### src/rtl/fp_unit_responder.sv
// Responder for the effects' float request handshake: dispatches one op at a time to the float cores, compares internally.
// Optional sticky illegal-opcode flag under FP_RESPONDER_ILLEGAL_OP_EN; default build ties illegal_op low.
module fp_unit_responder #(
  parameter int ADDSUB_LATENCY = 7,
  parameter int MUL_LATENCY    = 5,
  parameter int ITOF_LATENCY   = 6,
  parameter int FTOI_LATENCY   = 6
) (
  input  logic        clk,
  input  logic        rst,
  input  logic        clk_en,
  input  logic [31:0] dataa,
  input  logic [31:0] datab,
  input  logic [2:0]  operation,
  output logic        done,
  output logic [31:0] result,
  output logic [31:0] core_dataa,
  output logic [31:0] core_datab,
  output logic        addsub_en,
  output logic        mul_en,
  output logic        itof_en,
  output logic        ftoi_en,
  output logic        addsub_add,
  input  logic [31:0] addsub_result,
  input  logic [31:0] mul_result,
  input  logic [31:0] itof_result,
  input  logic [31:0] ftoi_result,
  output logic        illegal_op
);

  typedef enum logic [1:0] {S_IDLE, S_BUSY, S_DONE, S_RELEASE} state_t;

  state_t      r_state;
  logic [7:0]  r_cnt;
  logic [2:0]  r_op;
  logic        r_done;
  logic [31:0] r_result;
  logic [31:0] r_a;
  logic [31:0] r_b;
  logic        r_addsub_en;
  logic        r_mul_en;
  logic        r_itof_en;
  logic        r_ftoi_en;
  logic        r_addsub_add;

  logic [31:0] w_cmp;
  logic [31:0] w_sel;
  logic [7:0]  w_lat;
  logic        w_a_nan;
  logic        w_b_nan;
  logic        w_mag_lt;

  always_comb begin
    w_lat = 8'd0;
    case (operation)
      3'd0, 3'd1: w_lat = 8'(ADDSUB_LATENCY);
      3'd3:       w_lat = 8'(MUL_LATENCY);
      3'd4:       w_lat = 8'(FTOI_LATENCY);
      3'd5:       w_lat = 8'(ITOF_LATENCY);
      3'd6:       w_lat = 8'd1;
      default:    w_lat = 8'd0;
    endcase
  end

  assign w_a_nan  = (&r_a[30:23]) && (|r_a[22:0]);
  assign w_b_nan  = (&r_b[30:23]) && (|r_b[22:0]);
  assign w_mag_lt = r_a[30:0] < r_b[30:0];

  // Sign-magnitude ordering; two negatives invert the magnitude comparison.
  always_comb begin
    w_cmp = 32'd0;
    if (w_a_nan || w_b_nan)
      w_cmp = 32'd0;
    else if ((r_a[30:0] == 31'd0 && r_b[30:0] == 31'd0) || r_a == r_b)
      w_cmp = 32'd1;
    else if (r_a[31] != r_b[31])
      w_cmp = r_a[31] ? 32'd4 : 32'd2;
    else if (!r_a[31])
      w_cmp = w_mag_lt ? 32'd4 : 32'd2;
    else
      w_cmp = w_mag_lt ? 32'd2 : 32'd4;
  end

  always_comb begin
    w_sel = 32'd0;
    case (r_op)
      3'd0, 3'd1: w_sel = addsub_result;
      3'd3:       w_sel = mul_result;
      3'd4:       w_sel = ftoi_result;
      3'd5:       w_sel = itof_result;
      3'd6:       w_sel = w_cmp;
      default:    w_sel = 32'd0;
    endcase
  end

  always_ff @(posedge clk or posedge rst) begin
    if (rst) begin
      r_state      <= S_IDLE;
      r_cnt        <= 8'd0;
      r_op         <= 3'd0;
      r_done       <= 1'b0;
      r_result     <= 32'd0;
      r_a          <= 32'd0;
      r_b          <= 32'd0;
      r_addsub_en  <= 1'b0;
      r_mul_en     <= 1'b0;
      r_itof_en    <= 1'b0;
      r_ftoi_en    <= 1'b0;
      r_addsub_add <= 1'b0;
    end else begin
      r_done <= 1'b0;
      case (r_state)
        S_IDLE: begin
          if (clk_en) begin
            r_a          <= dataa;
            r_b          <= datab;
            r_op         <= operation;
            r_cnt        <= w_lat;
            r_addsub_add <= (operation == 3'd1);
            r_addsub_en  <= (operation == 3'd0) || (operation == 3'd1);
            r_mul_en     <= (operation == 3'd3);
            r_ftoi_en    <= (operation == 3'd4);
            r_itof_en    <= (operation == 3'd5);
            r_state      <= S_BUSY;
          end
        end
        S_BUSY: begin
          if (!clk_en) begin
            r_addsub_en <= 1'b0;
            r_mul_en    <= 1'b0;
            r_itof_en   <= 1'b0;
            r_ftoi_en   <= 1'b0;
            r_state     <= S_IDLE;
          end else if (r_cnt == 8'd0) begin
            r_result <= w_sel;
            r_done   <= 1'b1;
            r_state  <= S_DONE;
          end else begin
            r_cnt <= r_cnt - 8'd1;
            // Enables drop on the edge that takes the count to zero: exactly L enabled edges.
            if (r_cnt == 8'd1) begin
              r_addsub_en <= 1'b0;
              r_mul_en    <= 1'b0;
              r_itof_en   <= 1'b0;
              r_ftoi_en   <= 1'b0;
            end
          end
        end
        S_DONE:    r_state <= clk_en ? S_RELEASE : S_IDLE;
        S_RELEASE: if (!clk_en) r_state <= S_IDLE;
        default:   r_state <= S_IDLE;
      endcase
    end
  end

`ifdef FP_RESPONDER_ILLEGAL_OP_EN
  logic r_illegal;
  always_ff @(posedge clk or posedge rst) begin
    if (rst)
      r_illegal <= 1'b0;
    else if (r_state == S_IDLE && clk_en && (operation == 3'd2 || operation == 3'd7))
      r_illegal <= 1'b1;
  end
  assign illegal_op = r_illegal;
`else
  assign illegal_op = 1'b0;
`endif

  assign done       = r_done;
  assign result     = r_result;
  assign core_dataa = r_a;
  assign core_datab = r_b;
  assign addsub_en  = r_addsub_en;
  assign mul_en     = r_mul_en;
  assign itof_en    = r_itof_en;
  assign ftoi_en    = r_ftoi_en;
  assign addsub_add = r_addsub_add;

endmodule

### config.mk
export PLATFORM = sky130hd
export DESIGN_NAME = fp_unit_responder
export DESIGN_NICKNAME = d
export VERILOG_FILES = /design/src/rtl/fp_unit_responder.sv
export SDC_FILE = /design/constraint.sdc
export NUM_CORES = 1
export LEC_CHECK = 0
export CAP_MARGIN = 20
export CORE_ASPECT_RATIO = 1.5
export CORE_MARGIN = 3
export CORE_UTILIZATION = 44
export DETAILED_ROUTE_END_ITERATION = 7
export PLACE_DENSITY_LB_ADDON = 0.05
export SYNTH_ARGS = -nofsm -noshare
export SYNTH_HDL_FRONTEND = slang
export SYNTH_SLANG_ARGS = --single-unit
### constraint.sdc
create_clock -name clk -period 11.8 [get_ports clk]
set_clock_uncertainty 0.1 [all_clocks]
set_input_delay 2.36 -clock clk [delete_from_list [all_inputs] [get_ports clk]]
set_output_delay 2.36 -clock clk [all_outputs]
set_load 0.05 [all_outputs]
Word level (Yosys, flattened, before mapping)
Index checks and enable logic that the tools add are counted.
{"block": "totals", "regBits": 115, "output_inout_bits": 103, "elab_cells": 95}
{"block": "op_classes", "addsub": 1, "n_lt_le_gt_ge": 1, "n_eq_ne": 23, "muxes": 33, "n_reduce_logical": 25}
{"operator": "32-bit case mux with 5 select lines", "count": 1}
{"operator": "31-bit zero test", "count": 2}
{"operator": "23-bit OR reduction", "count": 2}
{"operator": "32-bit equality test", "count": 1}
{"operator": "31-bit less-than comparator", "count": 1}
{"operator": "8-bit 2-to-1 mux", "count": 3}
{"operator": "3-bit 2-to-1 mux", "count": 7}
{"operator": "3-bit equality test (second input constant)", "count": 6}
{"operator": "8-bit case mux with 2 select lines", "count": 1}
{"operator": "8-bit AND reduction", "count": 2}
{"operator": "3-bit case mux with 4 select lines", "count": 1}
{"operator": "1-bit 2-to-1 mux", "count": 10}
{"operator": "2-bit 2-to-1 mux", "count": 5}
{"operator": "3-bit != test (second input constant)", "count": 3}
{"operator": "8-bit by 1-bit equality test with 1-bit output (second input constant)", "count": 1}
{"operator": "8-bit zero test", "count": 1}
{"operator": "2-bit != test (second input constant)", "count": 4}
{"operator": "1-bit case mux with 2 select lines", "count": 4}
{"operator": "2-bit case mux with 4 select lines", "count": 1}
{"operator": "4-bit AND reduction", "count": 2}
{"operator": "8-bit by 1-bit subtractor with 8-bit output (second input constant)", "count": 1}
{"operator": "3-bit by 1-bit equality test with 1-bit output (second input constant)", "count": 2}
{"operator": "3-bit by 2-bit equality test with 1-bit output (second input constant)", "count": 2}
{"operator": "3-bit zero test", "count": 2}
{"operator": "10 further kinds", "count": 18}

Logic depth before layout (Yosys ltp)
Gate-level depths: netlist (run 1).
{"block": "logic_depth", "ltp_word": 7, "mapped_depth": 9}

Least setup slack after synthesis (run 1)
Ideal clock, no wire load.
{"block": "synth_path", "path_kind": "input-to-reg", "startpoint": "in clk_en", "endpoint": "reg r_a[10] (netlist: core_dataa[10])", "arrival_time_ns": 3.520, "required_time_ns": 11.575, "slack_ns": 8.055, "cell_stages": 4, "n_path_buf": 1, "path_cell_list": "inv_1 nor3_1 clkbuf_1 mux2_2"}
{"block": "synth_via", "elab_chain_len": 1}
{"element": "start: declaration", "line_no": "11", "source": "input logic clk_en,"}
{"element": "2-bit AND reduction (no line)"}
{"element": "end signal: assignment", "line_no": "115", "source": "r_a <= dataa;"}
{"element": "end: declaration", "line_no": "38", "source": "logic [31:0] r_a;"}
Every way passes these cells.
A chain may end at the register's enable or synchronous reset.

Final worst setup path (run 1)
{"block": "layout_path", "startpoint": "in clk_en", "endpoint": "reg r_a[22] (netlist: core_dataa[22])"}
Same word-level chain as after synthesis.

==> metrics.cfg, run 1 <==
[die]
ios = 301
rows = 51
die_x_um = 102
dieArea_mm2 = 0.0152
die_y_um = 149
core-area_mm2 = 0.0132
initial_core_util = 0.457

[clock_network]
clkTransAtPathRegs_ns = 0.05
clock-root-buffer = clkbuf_16
clk_latency_ns = 0.40
numCtsBuffers = 17
cts.path.max_buffers = 2
post-cts-setup-buffers = 0
cts_tree = yes
holdBufCountCts = 0
cts_htree_levels = 4
cts.sinks = 115
ctsResizeCount = 0

[global_routing]
grt_overflow = 0
grt_pass1_vias = 6466
grt_first_pass_wirelength_mm = 33.3
antenna_found_initial = 1
track_usage = 0.284
grt_max_degree = 107

[synthesis]
yosysUniqueCellTypes = 46
synth_area_mm2 = 0.00604
yosysMostFrequentCell = dfrtp_1
syn-num-nets = 829
ys.flop_type = dfrtp_1
syn_inst = 597
seq_area_frac_synth = 0.477
syn_avg_cell_area_um2 = 10.1
synthTopCellsByArea = dfrtp_1 48%, mux2_2 7.3%, ha_1 7.0%, o21ai_0 6.1%, nand2_1 4.7%
yosysWarningCount = 0
synth_seq_cells = 115
synth_area_leader_cell = dfrtp_1
synth_top_cells_by_count = 115 x dfrtp_1, 75 x nand2_1, 73 x o21ai_0
synthArstFlopShare = 1.00
synth-edff-count = 0
synth.top_cell.area_share = 0.477

[power_and_ir_drop]
powerDensity_mw_per_mm2 = 247
leakage_uw = 0.00410
intPower_uw = 1340
p_clk_frac = 0.220
irDropWorstVdd_uv = 168
pwr-share-seq = 0.275
power_switching_uw = 1070
p_sw_frac = 0.444
combPwrFrac = 0.506

[finish]
fill_cells = 997
regArea_mm2 = 0.00288
syn_to_final_growth_pct = 62.2
layout.cells.non_filler = 1061
fin_nets = 1120
multi_input_area_mm2 = 0.00289
drive_gt1_frac = 0.0943

[place]
io_buffer_count = 299
gp_congestion = 0.900
place_inst = 1028
dpl.hpwl_mm = 16.7

[routing]
drc = 0
wirelength_mm = 21.8
wl_per_cell_um = 20.5
ant_nets = 0
via_per_inst = 5.60
drtIter0Drc = 201
drtPass1Iterations = 5
via_count = 5945

[sta]
slew_viol_final = 0
tightest_slew_ns = 1.07
max_freq_mhz = 230
final-setup-viol-count = 0
relSlewSlack = 0.286
fin_crit_ns = 4.35
hold_viol = 0
setup_tns_ns = 0
fin_crit_sh = 0.368
rsz0062_at_grt = no

[setup_path]
crit_path_start_kind = input port
setup.worst_path.end_class = register
r2r_cells = 5
arrival_ns = 4.53
critPathKind = in2reg
critPathMaxFanout = 106
required_ns = 11.98

[flow_run]
drv_cap = 0

[outcome]
outcome = complete, no violations

[hold_path]
hold_path_class = reg2reg
hold_depth = 2

==> kinds of logic after synthesis <==
kind of cell,Yosys count,synth area share
buffers and inverters,73,0.0466
multiplexers,40,0.0744
adder cells (fa/ha/maj),34,0.0705
AO/OA/AOI/OAI,173,0.192
AND/OR/NAND/NOR,155,0.130
other,1,0.000621
XOR/XNOR,6,0.00871
flip-flops,115,0.477
==> state kept, by name, summed over array words and instances (netlist names) <==
signal / flops
core_dataa: 32
mul_en: 1
r_cnt: 8
addsub_en: 1
itof_en: 1
done: 1
core_datab: 32
r_state: 2
ftoi_en: 1
result: 32
addsub_add: 1
r_op: 3
==> power by group through the flow <==
stage               Clock (uW)  Sequential, uW  Combinational [uW]
global route               557             681                1300
CTS                        539             663                1230
finish                     531             664                1220
floorplan                    0            1040                 377
global placement             0             660                1190
detailed placement           0             665                1220
==> layout make-up <==
class	instances	area share
Timing Repair Buffer	305	0.311
Multi-Input combinational cell	409	0.295
Sequential cell	115	0.294
Clock buffer	24	0.0512
Tap cell	159	0.0203
Inverter	40	0.0156
Clock inverter	8	0.0125
Antenna cell	1	0.000256
==> layer usage <==
metal | vias up | routed length (um) | global-route usage
li1 | 2773 | - | -
met1 | 2847 | 7620 | 0.292
met2 | 267 | 11300 | 0.513
met3 | 58 | 1980 | 0.0896
met4 | 0 | 927 | 0.135
met5 | - | 0 | 0
==> worst max-delay path: stages <==
cell	delay (ns)
clkdlybuf4s50_1	0.59
inv_1	0.12
nor3_2	0.14
buf_4	0.80
mux2_2	0.43
==> worst paths after layout <==
path                       startpoint             end  slack (ns)
setup / recovery               clk_en  core_dataa[22]        7.45
hold / removal             result[25]      result[25]        0.38
setup reg to reg           r_state[0]       result[2]        8.99
hold reg to reg            result[25]      result[25]        0.38
max in group asynchronous         rst        r_cnt[2]        7.99
min in group asynchronous         rst  core_dataa[27]        2.24
==> cell usage in the layout (no fill, tap or decap), types with 4 or more instances in the layout <==
| cell type | synthesis | layout |
|---|---|---|
| nor3_1 | 12 | 11 |
| a22o_1 | 30 | 30 |
| clkdlybuf4s50_1 | 0 | 299 |
| clkbuf_16 | 0 | 17 |
| a22oi_1 | 4 | 4 |
| ha_1 | 34 | 34 |
| dfrtp_1 | 115 | 115 |
| nand4_1 | 8 | 8 |
| mux2_2 | 39 | 39 |
| nand3_1 | 5 | 5 |
| inv_1 | 40 | 39 |
| a221oi_1 | 31 | 31 |
| nor4_1 | 15 | 15 |
| and4_1 | 6 | 6 |
| clkbuf_8 | 0 | 5 |
| nand2_1 | 75 | 75 |
| a21oi_1 | 21 | 21 |
| nand2b_1 | 4 | 4 |
| buf_4 | 1 | 5 |
| nor2_1 | 13 | 10 |
| o21ai_0 | 73 | 73 |
==> metrics by stage <==
stage | instance area (um2) | util | hold slack [ns] | setup slack [ns] | total power [uW]
6_report | 9790 | 0.741 | 0.383 | 7.45 | 2420
5_1_grt | 9790 | 0.741 | 0.409 | 7.40 | 2540
4_1_cts | 9790 | 0.741 | 0.386 | 7.51 | 2430
3_5_place_dp | 9170 | 0.694 | 0.373 | 7.09 | 1890
3_3_place_gp | 9150 | 0.693 | 0.366 | 7.20 | 1850
2_1_floorplan | 6040 | - | 0.410 | 6.30 | 1410
(Power assumes the default switching activity.)
==> inputs of run 2 (changes only) <==
--- a/config.mk
+++ b/config.mk
@@ -8,7 +8,7 @@
 export CAP_MARGIN = 20
 export CORE_ASPECT_RATIO = 1.5
 export CORE_MARGIN = 3
-export CORE_UTILIZATION = 44
+export CORE_UTILIZATION = 37
 export DETAILED_ROUTE_END_ITERATION = 7
 export PLACE_DENSITY_LB_ADDON = 0.05
 export SYNTH_ARGS = -nofsm -noshare
==> constraint.sdc (replaced) <==
create_clock -name clk -period 3.5 [get_ports clk]
set_clock_uncertainty 0.1 [all_clocks]
set_input_delay 0.7 -clock clk [delete_from_list [all_inputs] [get_ports clk]]
set_output_delay 0.7 -clock clk [all_outputs]
set_load 0.05 [all_outputs]
==> metrics.cfg, run 2 (same netlist as run 1, synthesis figures left out) <==
[routing]
ant_nets = 0  ; unchanged
wl_per_cell_um = 20.5  ; about the same
wirelength_mm = 22.7  ; was 21.8 mm
drtPass1Iterations = 5  ; unchanged
via_per_inst = 5.33  ; was 5.60
drtIter0Drc = 364  ; was 201
via_count = 5924  ; was 5945
drc = 0  ; unchanged

[clock_network]
cts.sinks = 115  ; unchanged
clock-root-buffer = clkbuf_16  ; unchanged
holdBufCountCts = 0  ; unchanged
ctsResizeCount = 0  ; unchanged
clk_latency_ns = 0.41  ; was 0.40 ns
clkTransAtPathRegs_ns = 0.06  ; was 0.05 ns
cts_htree_levels = 4  ; unchanged
cts.path.max_buffers = 2  ; unchanged
numCtsBuffers = 17  ; unchanged
post-cts-setup-buffers = 0  ; unchanged
cts_tree = yes  ; unchanged

[global_routing]
track_usage = 0.252  ; was 0.284
grt_pass1_vias = 6319  ; was 6466
grt_max_degree = 107  ; unchanged
grt_first_pass_wirelength_mm = 34.3  ; was 33.3 mm
grt_overflow = 0  ; unchanged
antenna_found_initial = 3  ; was 1

[outcome]
outcome = complete, no violations  ; unchanged

[sta]
slew_viol_final = 0  ; unchanged
fin_crit_sh = 0.738
final-setup-viol-count = 0  ; unchanged
fin_crit_ns = 2.58
hold_viol = 0  ; unchanged
relSlewSlack = 0.273  ; was 0.286
rsz0062_at_grt = no  ; unchanged
tightest_slew_ns = 1.09  ; was 1.07 ns
max_freq_mhz = 387
setup_tns_ns = 0  ; unchanged
worst_hold_slack_ns = 0.381  ; was 0.383 ns

[finish]
drive_gt1_frac = 0.0994  ; was 0.0943
fin_nets = 1124  ; was 1120
layout_common_cells = 299 x clkdlybuf4s50_1, 115 x dfrtp_1, 75 x nand2_1  ; unchanged
syn_to_final_growth_pct = 64.5  ; was 62.2%
post-route-util = 0.627  ; was 0.741
final_common_cell = clkdlybuf4s50_1  ; unchanged

[power_and_ir_drop]
p_clk_frac = 0.226  ; was 0.220
intPower_uw = 4590  ; was 1340 uW
powerDensity_mw_per_mm2 = 830  ; was 247 mW/mm2
combPwrFrac = 0.502  ; was 0.506
power_switching_uw = 3650  ; was 1070 uW
leakage_uw = 0.00414  ; was 0.00410 uW
irDropWorstVdd_uv = 459  ; was 168 uV
pwr-share-seq = 0.271  ; was 0.275
p_sw_frac = 0.443  ; was 0.444

[die]
die_x_um = 110  ; was 102 um
core-area_mm2 = 0.0158  ; was 0.0132 mm2
initial_core_util = 0.381  ; was 0.457
die_y_um = 162  ; was 149 um
rows = 56  ; was 51
dieArea_mm2 = 0.0179  ; was 0.0152 mm2
ios = 301  ; unchanged

[setup_path]
cp_cell_sequence = inv_1, ha_1, and4_1, a221oi_1, o211ai_1, a21oi_1, mux2i_1, a221o_1  ; was clkdlybuf4s50_1, inv_1, nor3_2, buf_4, mux2_2
critPathKind = reg2reg  ; was in2reg
r2r-end = result[2]  ; unchanged
crit_path_start_kind = register  ; was input port
crit_slowest_cell = dfrtp_1  ; was buf_4
reg2reg_slack_ns = 0.92  ; was 8.99 ns
critPathBufInv = 1  ; was 3
critPathMaxStageDelay_ns = 0.43  ; was 0.80 ns
critPathMaxFanout = 3  ; was 106
setup.worst_path.end_class = register  ; unchanged
r2r_cells = 8  ; was 5
crit_family = compound AO/OA/AOI/OAI gates  ; was buffers and inverters
r2r_start = core_datab[21]  ; was r_state[0]
arrival_ns = 2.77  ; was 4.53 ns
required_ns = 3.69  ; was 11.98 ns

[flow_run]
drv_cap = 0  ; unchanged

[hold_path]
hold_path_end = result[8]  ; was result[25]
hold_path_class = reg2reg  ; unchanged
hold_depth = 2  ; unchanged
min_from = result[8]  ; was result[25]

[place]
io_buffer_count = 299  ; unchanged
dpl.hpwl_mm = 17.7  ; was 16.7 mm
gp_congestion = 0.836  ; was 0.900

-- run 2: cell count changes in the layout (fill, tap and decap cells not counted) --
cell,previous run,this run
bufinv_16,3,5
clkinv_2,2,4
buf_8,1,0
buf_4,5,7
clkbuf_8,5,0
buf_12,0,3
diode_2,1,3
clkinv_4,0,3
clkbuf_1,2,1
inv_4,1,0
-- run 2: how the worst max path moves through the flow --
stage                         startpoint             end  slack, ns  depth (start not counted)
after floorplan           core_datab[18]       result[2]       1.05                          9
after global placement            clk_en  core_dataa[25]       0.88                          5
after detailed placement          clk_en  core_dataa[22]       0.83                          5
after CTS                 core_datab[21]       result[2]       0.90                          8
after global routing      core_datab[18]       result[2]       0.83                          9
final                     core_datab[21]       result[2]       0.92                          8
-- run 2: area by class of cell --
class                      count  area [um2]
antenna                        3        7.51
inverter                      40         154
timing repair buffer         309        3110
clock inverter                14         211
sequential                   115        2880
fill                        1363        5910
clock buffer                  18         429
tap                          203         254
multi-input combinational    409        2890
-- run 2: power groups by stage --
stage	logic, uW	clock network, uW	registers, uW
floorplan	1270	0	3490
global placement	4080	0	2240
detailed placement	4150	0	2250
CTS	4170	1910	2240
global route	4420	1970	2300
finish	4140	1870	2240
-- run 2: worst register-to-register path, cell delays in order (launching register included) --
cell and delay [ns]:
dfrtp_1 0.43, inv_1 0.08, ha_1 0.30, and4_1 0.24, a221oi_1 0.40, o211ai_1 0.18, a21oi_1 0.26, mux2i_1 0.15
a221o_1 0.32
-- run 2: through the flow --
stage	power (uW)	cell area (um2)	setup slack, ns	cells
floorplan	4760	6040	1.05	597
global placement	6320	9280	0.885	1076
detailed placement	6400	9280	0.825	1076
CTS	8310	9920	0.897	1108
global route	8690	9930	0.833	1111
finish	8240	9930	0.916	1111
-- run 2: layer usage --
metal  wire (um)  global-route usage
met5           0                   0
met4         661               0.117
met1        8210               0.265
met2       11600               0.447
met3        2210              0.0813
